===== src/rtl/pipeline_hazard_controller_pkg.sv =====
// Shared types and constants for the pipeline hazard controller and its scoreboard.
// A scoreboard entry records one in-flight register write as {valid, dest}.
package pipeline_hazard_controller_pkg;

    localparam int         SB_ENTRY_W = 6;
    localparam logic [4:0] REG_ZERO   = 5'd0;

    typedef enum logic [1:0] {
        ST_RUN   = 2'd0,
        ST_STALL = 2'd1,
        ST_FLUSH = 2'd2
    } hazardState_t;

    typedef struct packed {
        logic       valid;
        logic [4:0] dest;
    } sbEntry_t;

    // $0 is hardwired to zero, so writes to it never create a dependency
    function automatic sbEntry_t makeEntry(input logic regWrite, input logic [4:0] dest);
        sbEntry_t e;
        e.valid = regWrite && (dest != REG_ZERO);
        e.dest  = dest;
        return e;
    endfunction

endpackage


===== src/rtl/hazard_scoreboard.sv =====
// Three-entry destination scoreboard tracking writes in EX, MEM and WB,
// compared against the ID instruction's source registers to flag RAW hazards.
module hazard_scoreboard
    import pipeline_hazard_controller_pkg::*;
#(
    parameter bit WB_BYPASS = 1'b0
) (
    input  logic       clk,
    input  logic       reset,
    input  logic       idValid,
    input  logic [4:0] readReg1,
    input  logic [4:0] readReg2,
    input  logic       usesRs,
    input  logic       usesRt,
    input  logic       idRegWrite,
    input  logic [4:0] idDest,
    input  logic       squashEx,
    input  logic       squashMem,
    output logic       hazard
);

    sbEntry_t sbEx, sbMem, sbWb, idEntry;
    logic     exHit, memHit, wbHit;

    assign idEntry = makeEntry(idRegWrite, idDest);

    function automatic logic readsEntry(input sbEntry_t e, input logic uses, input logic [4:0] r);
        return uses && (r != REG_ZERO) && e.valid && (e.dest == r);
    endfunction

    // Squashed slots become bubbles so a flushed or stalled instruction never blocks others
    always_ff @(posedge clk or negedge reset) begin
        if (!reset) begin
            sbEx  <= '0;
            sbMem <= '0;
            sbWb  <= '0;
        end else begin
            sbWb  <= sbMem;
            sbMem <= squashMem ? '0 : sbEx;
            sbEx  <= squashEx ? '0 : idEntry;
        end
    end

    always_comb begin
        exHit  = readsEntry(sbEx, usesRs, readReg1) || readsEntry(sbEx, usesRt, readReg2);
        memHit = readsEntry(sbMem, usesRs, readReg1) || readsEntry(sbMem, usesRt, readReg2);
        wbHit  = 1'b0;
        if (!WB_BYPASS) begin
            wbHit = readsEntry(sbWb, usesRs, readReg1) || readsEntry(sbWb, usesRt, readReg2);
        end
        hazard = idValid && (exHit || memHit || wbHit);
    end

endmodule


===== src/rtl/pipeline_hazard_controller.sv =====
// Stall/flush sequencer for a 5-stage MIPS pipeline without forwarding,
// with stall/flush performance counters and a stall-run watchdog.
module pipeline_hazard_controller
    import pipeline_hazard_controller_pkg::*;
#(
    parameter int WB_BYPASS   = 0,
    parameter int STALL_LIMIT = 3,
    parameter int CNT_WIDTH   = 32
) (
    input  logic                 clk,
    input  logic                 reset,
    input  logic                 in_IDValid,
    input  logic [4:0]           in_ReadReg1_5,
    input  logic [4:0]           in_ReadReg2_5,
    input  logic                 in_UsesRs,
    input  logic                 in_UsesRt,
    input  logic                 in_IDRegWrite,
    input  logic [4:0]           in_IDDest_5,
    input  logic                 in_EXJump,
    input  logic                 in_MEMBranchTaken,
    output logic                 o_PCEnable,
    output logic                 o_IF_ID_Enable,
    output logic                 o_IF_ID_Flush,
    output logic                 o_ID_EX_Flush,
    output logic                 o_EX_MEM_Flush,
    output logic [1:0]           o_State_2,
    output logic [CNT_WIDTH-1:0] o_StallCount,
    output logic [CNT_WIDTH-1:0] o_FlushCount,
    output logic                 o_Error
);

    localparam int               RUN_W    = $clog2(STALL_LIMIT + 2);
    localparam logic [RUN_W-1:0] RUN_MAX  = RUN_W'(STALL_LIMIT + 1);
    localparam logic [RUN_W-1:0] RUN_TRIP = RUN_W'(STALL_LIMIT);

    hazardState_t         state, nextState;
    logic                 hazard, branchFlush, jumpFlush, anyFlush, stall;
    logic [RUN_W-1:0]     stallRun;
    logic [CNT_WIDTH-1:0] stallCount, flushCount;
    logic                 errorFlag;

    // Branch outranks jump, and either outranks a stall
    assign branchFlush = in_MEMBranchTaken;
    assign jumpFlush   = in_EXJump & ~in_MEMBranchTaken;
    assign anyFlush    = in_MEMBranchTaken | in_EXJump;
    assign stall       = hazard & ~anyFlush;

    hazard_scoreboard #(
        .WB_BYPASS (WB_BYPASS != 0)
    ) uScoreboard (
        .clk        (clk),
        .reset      (reset),
        .idValid    (in_IDValid),
        .readReg1   (in_ReadReg1_5),
        .readReg2   (in_ReadReg2_5),
        .usesRs     (in_UsesRs),
        .usesRt     (in_UsesRt),
        .idRegWrite (in_IDRegWrite),
        .idDest     (in_IDDest_5),
        .squashEx   (anyFlush | stall),
        .squashMem  (branchFlush),
        .hazard     (hazard)
    );

    always_ff @(posedge clk or negedge reset) begin
        if (!reset) begin
            state <= ST_RUN;
        end else begin
            state <= nextState;
        end
    end

    always_comb begin
        nextState = ST_RUN;
        if (anyFlush) begin
            nextState = ST_FLUSH;
        end else if (stall) begin
            nextState = ST_STALL;
        end
    end

    // Control outputs respond in the same cycle; reset forces the free-running pattern
    always_comb begin
        o_PCEnable     = 1'b1;
        o_IF_ID_Enable = 1'b1;
        o_IF_ID_Flush  = 1'b0;
        o_ID_EX_Flush  = 1'b0;
        o_EX_MEM_Flush = 1'b0;
        if (reset) begin
            if (branchFlush) begin
                o_IF_ID_Flush  = 1'b1;
                o_ID_EX_Flush  = 1'b1;
                o_EX_MEM_Flush = 1'b1;
            end else if (jumpFlush) begin
                o_IF_ID_Flush = 1'b1;
                o_ID_EX_Flush = 1'b1;
            end else if (stall) begin
                o_PCEnable     = 1'b0;
                o_IF_ID_Enable = 1'b0;
                o_ID_EX_Flush  = 1'b1;
            end
        end
    end

    // The run counter saturates just past the limit so long stalls cannot wrap it back under
    always_ff @(posedge clk or negedge reset) begin
        if (!reset) begin
            stallCount <= '0;
            flushCount <= '0;
            stallRun   <= '0;
            errorFlag  <= 1'b0;
        end else begin
            if (stall) begin
                stallCount <= stallCount + CNT_WIDTH'(1);
            end
            if (anyFlush) begin
                flushCount <= flushCount + CNT_WIDTH'(1);
            end
            if (!stall) begin
                stallRun <= '0;
            end else if (stallRun != RUN_MAX) begin
                stallRun <= stallRun + RUN_W'(1);
            end
            if (stall && (stallRun >= RUN_TRIP)) begin
                errorFlag <= 1'b1;
            end
        end
    end

    assign o_State_2    = state;
    assign o_StallCount = stallCount;
    assign o_FlushCount = flushCount;
    assign o_Error      = errorFlag;

endmodule


===== config.mk =====
export PLATFORM = sky130hd
export DESIGN_NAME = pipeline_hazard_controller
export DESIGN_NICKNAME = d
export VERILOG_FILES = /design/src/rtl/pipeline_hazard_controller_pkg.sv /design/src/rtl/hazard_scoreboard.sv /design/src/rtl/pipeline_hazard_controller.sv
export SDC_FILE = /design/constraint.sdc
export NUM_CORES = 1
export LEC_CHECK = 0
export BUFFER_PORTS_ARGS = -buffer_cell sky130_fd_sc_hd__buf_2
export CAP_MARGIN = 20
export CORE_ASPECT_RATIO = 0.7
export CORE_MARGIN = 4
export CORE_UTILIZATION = 25
export CTS_CLUSTER_SIZE = 25
export DETAILED_ROUTE_END_ITERATION = 8
export SETUP_SLACK_MARGIN = 0.15
export SLEW_MARGIN = 20
export SYNTH_ARGS = -nofsm -noshare
export SYNTH_HDL_FRONTEND = slang
export SYNTH_SLANG_ARGS = --single-unit

===== constraint.sdc =====
create_clock -name clk -period 2.1 [get_ports clk]
set_input_delay 0.105 -clock clk [delete_from_list [all_inputs] [get_ports clk]]
set_output_delay 0.105 -clock clk [all_outputs]
set_load 0.05 [all_outputs]

==> run summary, run 1 <==
Outcome
- status: finished, violations left
- failing checks: negative setup slack

Setup path
- count of cell instances traversed by the critical path: 7
- Worst Path Class, Setup: flop to primary output
- critical path launch point type: flop
- Crit path max-delay family: simple AND/OR/NAND/NOR gates
- Crit path largest cell delay: 0.42 ns
- internal reg-to-reg setup slack: -0.07 ns
- length in cells of the worst reg-to-reg path: 10
- Reg-to-Reg End: o_StallCount[1]
- element type at the critical path end: primary output
- crit path from: uScoreboard.sbMem[1]
- beginning of the worst register-to-register path: uScoreboard.sbEx[4]
- CP max stage cell: sky130_fd_sc_hd__dfrtp_1
- endpoint required time on the critical path: 2.00 ns
- CP Cell Sequence: xor2_1 > nor4_1 > and3_2 > o31ai_2 > a21boi_2 > o21a_1 > buf_6
- count of buffer and inverter cells on the critical path: 1
- Critical Path Fanout Max: 3
- CP arrival: 2.11 ns
- end point of the critical path: o_ID_EX_Flush

GRT
- number of global-route vias before repair: 3623
- maximum number of pins on one net before global-route repair: 44
- total congestion overflow after global routing: 0
- antenna violations before repair: 0
- all-layer global routing usage: 12.4%
- global-route wire length before repair: 19100 um

Finish
- footprint of the flip-flops and latches: 2240 sq um
- area grow syn2layout: 48.6%
- Fillers: 1648
- Final Net Count: 564
- number of diodes added for antenna fixing: 0
- total area of multi-input combinational cells: 2460 sq um
- share of cells above drive strength 1: 47.1%
- final cell area excluding filler cells: 6380 sq um

Clocking
- clock tree root buffer cell: sky130_fd_sc_hd__clkbuf_16
- maximum level of the CTS H-tree: 3
- Worst-Skew Late Latency: 0.34 ns
- maximum clock path buffer count: 2
- clock tree from TritonCTS: done
- CTS clock-pin slew for the worst setup and hold paths: 0.07 ns
- total clock buffers created by CTS: 9
- clk sinks: 88

Die
- Die X: 165 um
- IO Count: 95
- Row Count: 39
- Chip Height: 118 um
- effective utilization at floorplan: 25.9%
- Die Outline Area: 19400 sq um
- Placeable Area: 16600 sq um

Synthesis
- synthesized flop and latch total: 88
- synthesized cell area: 4290 sq um
- mean instance size in the synthesized netlist: 10.7 sq um
- Primary FF master, synth: sky130_fd_sc_hd__dfrtp_1
- sequential-to-total area share from yosys stat: 51.3%
- number of unique standard cell types used by synthesis: 41
- synthesis warning total: 0
- net count after synthesis: 429
- share of synthesized registers carrying an async set or reset: 100%
- Post-Synthesis Cells: 401
- Post-synth EDFFs: 0

Timing
- slew margin rel.: 62.2%
- final critical-path required period: 2.21 ns
- Finish-stage setup viols: 4
- f_max: 452 MHz
- final setup slack of the worst path: -0.115 ns
- worst clock skew: 0.00863 ns
- minimum hold slack: 0.0273 ns
- measured slew at the worst slew-check pin: 0.567 ns
- hold violation total from the final report: 0
- final worst path period share: 105%
- RSZ-0062 raised after global routing: true
- max-slew violation count: 0

Worst hold path
- Worst Hold Depth: 2
- Worst Hold Class: input pin to flop

Routing
- first-pass detailed-route iteration total: 4
- residual antenna-violating net count after detailed routing: 0
- DRC errors left: 0
- number of vias in the routed layout: 3522
- Routed WL: 12600 um
- vias per inst: 4.60
- mean routed wirelength per cell: 16.4 um
- Initial DRC Count: 133

Placement
- post-detailed-placement cell area: 5210 sq um
- number of port buffers: 94
- DP HPWL: 8470 um
- RePlAce Congestion: 0.852

Power
- worst IR drop on VDD: 0.996 mV
- Leakage Power: 3.08 nW
- total power density per cell area: 659 nW/um^2

Job
- number of violations of the max-capacitance limit: 0

-- metrics by stage --
| stage | power (mW) | setup TNS (ns) | util, % | setup WS [ns] | cells |
|---|---|---|---|---|---|
| after floorplan | 2.33 | -0.0311 | - | -0.0311 | 401 |
| after global placement | 2.53 | 0 | 31.4 | 0.0832 | 721 |
| after detailed placement | 2.55 | 0 | 31.4 | 0.0185 | 721 |
| after CTS | 4.24 | -0.439 | 36.0 | -0.165 | 747 |
| after global routing | 4.38 | -1.33 | 38.4 | -0.218 | 766 |
| final | 4.20 | -0.328 | 38.4 | -0.115 | 766 |
-- worst register-to-register path, stage by stage, from the launching register on --
cell                      delay, ns
sky130_fd_sc_hd__dfrtp_1       0.43
sky130_fd_sc_hd__xor2_1        0.21
sky130_fd_sc_hd__nor4_1        0.07
sky130_fd_sc_hd__and3_2        0.22
sky130_fd_sc_hd__o31ai_4       0.29
sky130_fd_sc_hd__and2_4        0.21
sky130_fd_sc_hd__inv_4         0.04
sky130_fd_sc_hd__buf_6         0.10
sky130_fd_sc_hd__buf_6         0.10
sky130_fd_sc_hd__buf_6         0.10
sky130_fd_sc_hd__mux2_4        0.28
-- routing by layer --
metal / track usage, % / vias to the layer above / wire [um]
met5: 0 / - / 0
met4: 3.58 / 0 / 196
met3: 3.36 / 20 / 617
met2: 19.2 / 92 / 5900
met1: 16.9 / 1757 / 5860
li1: - / 1653 / -
-- cell type report --
class,count,area share (%)
inverters,9,0.569
well taps,225,4.41
repair buffers,140,16.4
clock buffers,10,3.75
clock inverters,6,1.16
multi-input cells,288,38.6
flip-flops and latches,88,35.1
-- Yosys cell counts (all sizes together) (3+ instances only) --
| library cell | number | share of area [%] |
|---|---|---|
| inv | 9 | 0.79 |
| and3 | 15 | 2.2 |
| or4 | 6 | 1.0 |
| or3 | 3 | 0.44 |
| a21oi | 24 | 3.0 |
| and2 | 5 | 0.73 |
| dfrtp | 88 | 51 |
| xor2 | 66 | 13 |
| and4 | 5 | 1.1 |
| nand3 | 22 | 2.7 |
| ha | 5 | 1.5 |
| buf | 11 | 1.3 |
| nand4 | 16 | 2.7 |
| nor4 | 7 | 1.0 |
| clkbuf | 5 | 0.44 |
| o21ai | 4 | 0.47 |
| nor2 | 16 | 1.5 |
| xnor2 | 27 | 5.5 |
| nor3b | 6 | 1.0 |
| nor3 | 5 | 0.82 |
| nand2 | 32 | 2.8 |
| o31ai | 4 | 0.70 |
| and2b | 5 | 0.87 |
| a211oi | 8 | 1.4 |
-- sequential cells by signal, indices dropped and copies added, names as in the netlist --
signal,count
o_StallCount,32
o_State_2,2
uScoreboard.sbWb,6
o_FlushCount,32
o_Error,1
stallRun,3
uScoreboard.sbEx,6
uScoreboard.sbMem,6
-- cell usage in the layout (no fill, tap or decap), drive strengths merged, types with 2 or more instances in the layout --
cell type,count
inv,12
and4,5
dlygate4sd3,2
xnor2,27
nor4,7
ha,5
and2b,5
xor2,66
or4,6
nor3b,6
nor3,5
clkinv,2
buf,136
o31ai,4
clkbuf,12
or3,3
nand2,32
o21ai,4
nor2,16
nand3,22
and2,5
dfrtp,88
and3,15
nand4,16
a21oi,24
a211oi,8
-- cells by family after synthesis --
group | synth area share [%]
AO/OA/AOI/OAI | 6.27
AND/OR/NAND/NOR | 19.2
buffers and inverters | 2.54
flip-flops | 51.3
multiplexers | 0.262
XOR/XNOR | 19.0
adder cells (fa/ha/maj) | 1.46
-- report_power, final --
part           internal, mW  switching, mW  total [mW]
Sequential             1.79          0.118        1.91
Combinational         0.183          0.441       0.624
Clock                 0.972          0.703        1.68
Total                  2.94           1.26        4.20
-- worst min-delay path by stage --
| stage | from | end |
|---|---|---|
| 3_3_place_gp | reset | o_StallCount[10] |
| 3_5_place_dp | reset | o_StallCount[12] |
| 4_1_cts | in_IDDest_5[4] | uScoreboard.sbEx[4] |
| 2_1_floorplan | reset | o_Error |
| 6_report | in_IDDest_5[4] | uScoreboard.sbEx[4] |
| 5_1_grt | in_IDDest_5[4] | uScoreboard.sbEx[4] |
-- what timing repair did --
item                                    CTS  global route
pin swaps                                49            27
endpoints found under the setup margin   41            50
setup buffers                             5            16
hold buffers                              2             0
cloned                                    3             3
hold endpoints to repair                 15             0
resized for setup                        63            43
Power figures use the tool's default switching activity.
==> run 2: changes to the inputs <==
HOLD_SLACK_MARGIN = 0.08   (was default)
SETUP_SLACK_MARGIN = default   (was 0.15)
==> run 2 against run 1 <==
Effect of this change:
- the flow still finishes with violations (negative setup slack)
- first-iteration DRC count decreased by 6.0%
- via count decreased by 2.0%
- core utilization is 3.2 points lower
- worst hold slack better by 0.072 ns
==> run summary, run 2 (synthesis results as in run 1) <==
Outcome
- status: finished, violations left
- failing checks: negative setup slack

GRT
- number of global-route vias before repair: 3389
- all-layer global routing usage: 11.6%
- maximum number of pins on one net before global-route repair: 52
- antenna violations before repair: 0
- global-route wire length before repair: 18000 um
- total congestion overflow after global routing: 0

Die
- Row Count: 39
- IO Count: 95
- effective utilization at floorplan: 25.9%
- Die X: 165 um
- Die Outline Area: 19400 sq um
- Chip Height: 118 um
- Placeable Area: 16600 sq um

Setup path
- Critical Path Fanout Max: 3
- Worst Path Class, Setup: flop to primary output
- critical path launch point type: flop
- element type at the critical path end: primary output
- CP arrival: 2.13 ns
- endpoint required time on the critical path: 2.00 ns
- internal reg-to-reg setup slack: -0.01 ns

Clocking
- maximum clock path buffer count: 2
- maximum level of the CTS H-tree: 3
- clk sinks: 88
- Worst-Skew Late Latency: 0.34 ns
- clock tree root buffer cell: sky130_fd_sc_hd__clkbuf_16
- clock tree from TritonCTS: done
- total clock buffers created by CTS: 9
- CTS clock-pin slew for the worst setup and hold paths: 0.06 ns

Finish
- share of cells above drive strength 1: 35.5%
- footprint of the flip-flops and latches: 2220 sq um
- most frequent standard cell in the layout excluding fill and tap cells: sky130_fd_sc_hd__buf_2
- total area of multi-input combinational cells: 2120 sq um
- commonest non-fill, non-tap cells in the layout: sky130_fd_sc_hd__buf_2 (90), sky130_fd_sc_hd__dfrtp_1 (71), sky130_fd_sc_hd__xor2_1 (66)
- Fillers: 1674
- area grow syn2layout: 36.1%
- filler-free cell count of the finished design: 763
- Final Net Count: 561
- number of diodes added for antenna fixing: 0

Timing
- worst clock skew: 0.0121 ns
- f_max: 447 MHz
- slew margin rel.: 55.5%
- final setup slack of the worst path: -0.137 ns
- final sum of negative setup slack: -0.387 ns
- minimum hold slack: 0.0994 ns
- max-slew violation count: 0
- final critical-path required period: 2.24 ns
- RSZ-0062 raised after global routing: true
- Finish-stage setup viols: 4
- final worst path period share: 107%
- hold violation total from the final report: 0
- measured slew at the worst slew-check pin: 0.667 ns

Routing
- residual antenna-violating net count after detailed routing: 0
- number of vias in the routed layout: 3451
- vias per inst: 4.52
- Routed WL: 11100 um
- DRC errors left: 0
- mean routed wirelength per cell: 14.5 um
- Initial DRC Count: 125
- first-pass detailed-route iteration total: 4

Worst hold path
- Worst Hold Class: input pin to flop

Power
- Power Total: 4.19 mW
- Leakage Power: 2.99 nW
- total power density per cell area: 717 nW/um^2
- worst IR drop on VDD: 0.917 mV

Placement
- DP Cell Count: 727
- DP HPWL: 8190 um
- RePlAce Congestion: 0.803
- number of port buffers: 94

Job
- number of violations of the max-capacitance limit: 0

run 2: final timing paths:
kind | cells after the start | end | startpoint
min in group asynchronous | 2 | o_State_2[1] | reset
worst max register to register | 9 | o_StallCount[1] | uScoreboard.sbEx[0]
max in group asynchronous | 3 | o_StallCount[17] | reset
worst max-delay path | 9 | o_PCEnable | uScoreboard.sbEx[0]
worst min-delay path | 3 | o_FlushCount[0] | in_EXJump
worst min register to register | 0 | uScoreboard.sbWb[5] | uScoreboard.sbMem[5]
run 2: timing repair:
| action | 4_1_cts | 5_1_grt |
|---|---|---|
| hold endpoints to repair | 95 | 0 |
| pin swaps | 6 | 7 |
| hold buffers | 9 | 0 |
| setup buffers | 3 | 8 |
| setup endpoints to repair | 8 | 31 |
| resized for setup | 13 | 24 |
run 2: where the power goes:
group          internal, mW  total [mW]  switching [mW]
Clock                 0.994        1.67           0.677
Sequential             1.78        1.89           0.112
Combinational         0.188       0.621           0.433
Total                  2.96        4.19            1.22
run 2: cell type report:
cell class,count,area share [%]
clock buffers,11,4.33
clock inverters,5,1.07
inverters,9,0.621
multi-input cells,288,36.3
flip-flops and latches,88,38.1
well taps,225,4.82
repair buffers,137,14.7
run 2: metrics by stage:
step	area, sq um	worst slack, ns	utilization (%)
2_1_floorplan	4310	-0.0549	-
3_3_place_gp	5190	-0.0432	31.3
3_5_place_dp	5190	-0.106	31.3
4_1_cts	5660	-0.119	34.1
5_1_grt	5840	-0.262	35.2
6_report	5840	-0.137	35.2
run 2: critical path, stage by stage, from the launching register on:
cell                      delay [ns]
sky130_fd_sc_hd__dfrtp_1        0.40
sky130_fd_sc_hd__buf_4          0.15
sky130_fd_sc_hd__xnor2_1        0.11
sky130_fd_sc_hd__and3_2         0.23
sky130_fd_sc_hd__buf_4          0.14
sky130_fd_sc_hd__o31ai_4        0.28
sky130_fd_sc_hd__and2_4         0.22
sky130_fd_sc_hd__inv_4          0.04
sky130_fd_sc_hd__nand2_4        0.08
sky130_fd_sc_hd__buf_8          0.14
run 2: routing by layer:
metal	GRT usage [%]	vias up	wire, um
met1	16.8	1697	5520
met5	0	-	0
met3	3.36	10	559
li1	-	1657	-
met4	2.44	0	91
met2	17.1	87	4930
==> run 3: changes to the inputs <==
CORE_ASPECT_RATIO = 0.5   (was 0.7)
==> run 3 against run 2 <==
Effect of this change:
- the flow still finishes with violations (negative setup slack)
- clock power fell by 7%
- sequential power barely moved
- total power fell by 2.5%
- critical path type unchanged
- critical endpoint unchanged
- largest cell class unchanged
==> run summary, run 3 (synthesis results as in run 1) <==
Finish
- most frequent standard cell in the layout excluding fill and tap cells: sky130_fd_sc_hd__buf_2
- Fillers: 1697
- filler-free cell count of the finished design: 762
- post-route core utilization: 34.8%
- total area of multi-input combinational cells: 2120 sq um
- commonest non-fill, non-tap cells in the layout: sky130_fd_sc_hd__buf_2 (90), sky130_fd_sc_hd__dfrtp_1 (72), sky130_fd_sc_hd__xor2_1 (66)
- area grow syn2layout: 34.7%
- final cell area excluding filler cells: 5780 sq um
- number of diodes added for antenna fixing: 0
- footprint of the flip-flops and latches: 2220 sq um
- share of cells above drive strength 1: 36.4%
- Final Net Count: 558

Worst hold path
- Worst Hold Class: input pin to flop

Die
- IO Count: 95
- effective utilization at floorplan: 25.8%
- Chip Height: 101 um
- Die Outline Area: 19400 sq um
- Placeable Area: 16600 sq um
- Row Count: 33
- Die X: 193 um

Setup path
- Crit path largest cell delay: 0.42 ns
- Critical Path Fanout Max: 4
- element type at the critical path end: primary output
- critical path launch point type: flop
- CP max stage cell: sky130_fd_sc_hd__dfrtp_1
- count of buffer and inverter cells on the critical path: 3
- CP arrival: 2.10 ns
- Worst Path Class, Setup: flop to primary output
- CP Cell Sequence: xor2_1 > nor4_1 > and3_1 > buf_4 > o31ai_4 > and2_4 > inv_4 > nand2_4 > buf_8
- Crit path max-delay family: simple AND/OR/NAND/NOR gates
- endpoint required time on the critical path: 2.00 ns

Timing
- Finish-stage setup viols: 4
- f_max: 454 MHz
- hold violation total from the final report: 0
- max-slew violation count: 0
- final setup slack of the worst path: -0.104 ns
- final sum of negative setup slack: -0.295 ns
- slew margin rel.: 68.7%
- measured slew at the worst slew-check pin: 0.458 ns
- RSZ-0062 raised after global routing: true
- worst clock skew: 0.00387 ns
- final worst path period share: 105%
- final critical-path required period: 2.20 ns

Power
- Clock power frac: 38.1%
- total power density per cell area: 706 nW/um^2
- combinational group share of total power: 15.6%
- switching power of the nets: 1.20 mW
- internal power: 2.88 mW
- fraction of power consumed by sequential logic: 46.3%
- Leakage Power: 2.91 nW
- net switching fraction of the power: 29.4%
- worst IR drop on VDD: 0.443 mV

Placement
- RePlAce Congestion: 0.809
- DP HPWL: 8390 um
- DP Cell Count: 734
- post-detailed-placement cell area: 5230 sq um
- number of port buffers: 94

Routing
- number of vias in the routed layout: 3354
- DRC errors left: 0
- Routed WL: 11200 um
- Initial DRC Count: 126
- mean routed wirelength per cell: 14.7 um
- residual antenna-violating net count after detailed routing: 0
- vias per inst: 4.40
- first-pass detailed-route iteration total: 4

Outcome
- failing checks: negative setup slack
- status: finished, violations left

Job
- number of violations of the max-capacitance limit: 0

GRT
- global routing usage on met3: 3.07%
- number of global-route vias before repair: 3379
- global-route wire length before repair: 18200 um
- antenna violations before repair: 0
- all-layer global routing usage: 11.6%
- maximum number of pins on one net before global-route repair: 27
- busiest grt layer: met2
- GR Util met1: 15.7%
- met2 GRT Util: 18.5%
- total congestion overflow after global routing: 0

Clocking
- clk sinks: 88
- clock tree from TritonCTS: done
- maximum clock path buffer count: 2
- clock tree root buffer cell: sky130_fd_sc_hd__clkbuf_16
- Worst-Skew Late Latency: 0.33 ns
- CTS clock-pin slew for the worst setup and hold paths: 0.06 ns
- total clock buffers created by CTS: 9
- maximum level of the CTS H-tree: 3

==> run 3: changes by cell type in the layout (fill, tap and decap cells not counted), sizes merged <==
| cell | previous run | this run |
|---|---|---|
| inv | 10 | 9 |
| clkbuf | 11 | 10 |
| clkinv | 1 | 3 |
| dlygate4sd3 | 9 | 8 |
| buf | 128 | 126 |
==> run 3: power by group through the flow <==
stage | Sequential, mW | Clock (mW) | Combinational (mW)
after floorplan | 2.14 | 0 | 0.177
after detailed placement | 1.92 | 0 | 0.627
after global routing | 1.91 | 1.69 | 0.705
after global placement | 1.92 | 0 | 0.625
after CTS | 1.89 | 1.60 | 0.640
final | 1.89 | 1.55 | 0.638
==> run 3: what timing repair did <==
item,CTS,global route
resized for setup,10,28
gates cloned,0,0
pin swaps,6,12
hold buffers,8,0
endpoints found under the hold margin,26,0
setup endpoints to repair,3,35
setup buffers,2,2
==> run 3: layout make-up <==
class / instances / share of cell area, %
timing repair buffer: 134 / 14.3
clock inverter: 6 / 1.04
tap: 227 / 4.91
sequential: 88 / 38.4
multi-input combinational: 288 / 36.7
inverter: 9 / 0.628
clock buffer: 10 / 3.96
==> run 3: worst reg2reg max path, stage by stage (launching register included) <==
cell	delay, ns
sky130_fd_sc_hd__dfrtp_1	0.42
sky130_fd_sc_hd__xor2_1	0.16
sky130_fd_sc_hd__nor4_1	0.28
sky130_fd_sc_hd__and3_1	0.23
sky130_fd_sc_hd__buf_4	0.13
sky130_fd_sc_hd__o31ai_4	0.08
sky130_fd_sc_hd__buf_4	0.25
sky130_fd_sc_hd__a211oi_2	0.29
sky130_fd_sc_hd__xor2_1	0.18
==> run 3: path summary, 6_finish.rpt <==
path	slack, ns	cells past startpoint	startpoint	to
max	-0.10	9	uScoreboard.sbMem[3]	o_PCEnable
min	0.10	4	in_MEMBranchTaken	o_FlushCount[1]
max reg2reg	0	8	uScoreboard.sbMem[3]	o_StallCount[14]
min reg2reg	0.43	0	uScoreboard.sbMem[5]	uScoreboard.sbWb[5]
max in group asynchronous	1.21	3	reset	o_FlushCount[3]
min in group asynchronous	0.23	2	reset	uScoreboard.sbEx[0]
==> run 3: per-stage QoR <==
| stage | hold WS [ns] | power, mW | worst slack (ns) |
|---|---|---|---|
| after CTS | 0.0967 | 4.13 | -0.193 |
| after global routing | 0.125 | 4.30 | -0.219 |
| after floorplan | -0.191 | 2.32 | -0.0549 |
| after detailed placement | 0.0438 | 2.55 | 0.0710 |
| after global placement | 0.0448 | 2.54 | 0.119 |
| final | 0.104 | 4.08 | -0.104 |
==> run 3: routing by layer <==
layer / wire length (um) / share of wire [%]
met3: 427 / 3.8
met2: 5330 / 48
met4: 148 / 1.3
met1: 5290 / 47
met5: 0 / 0
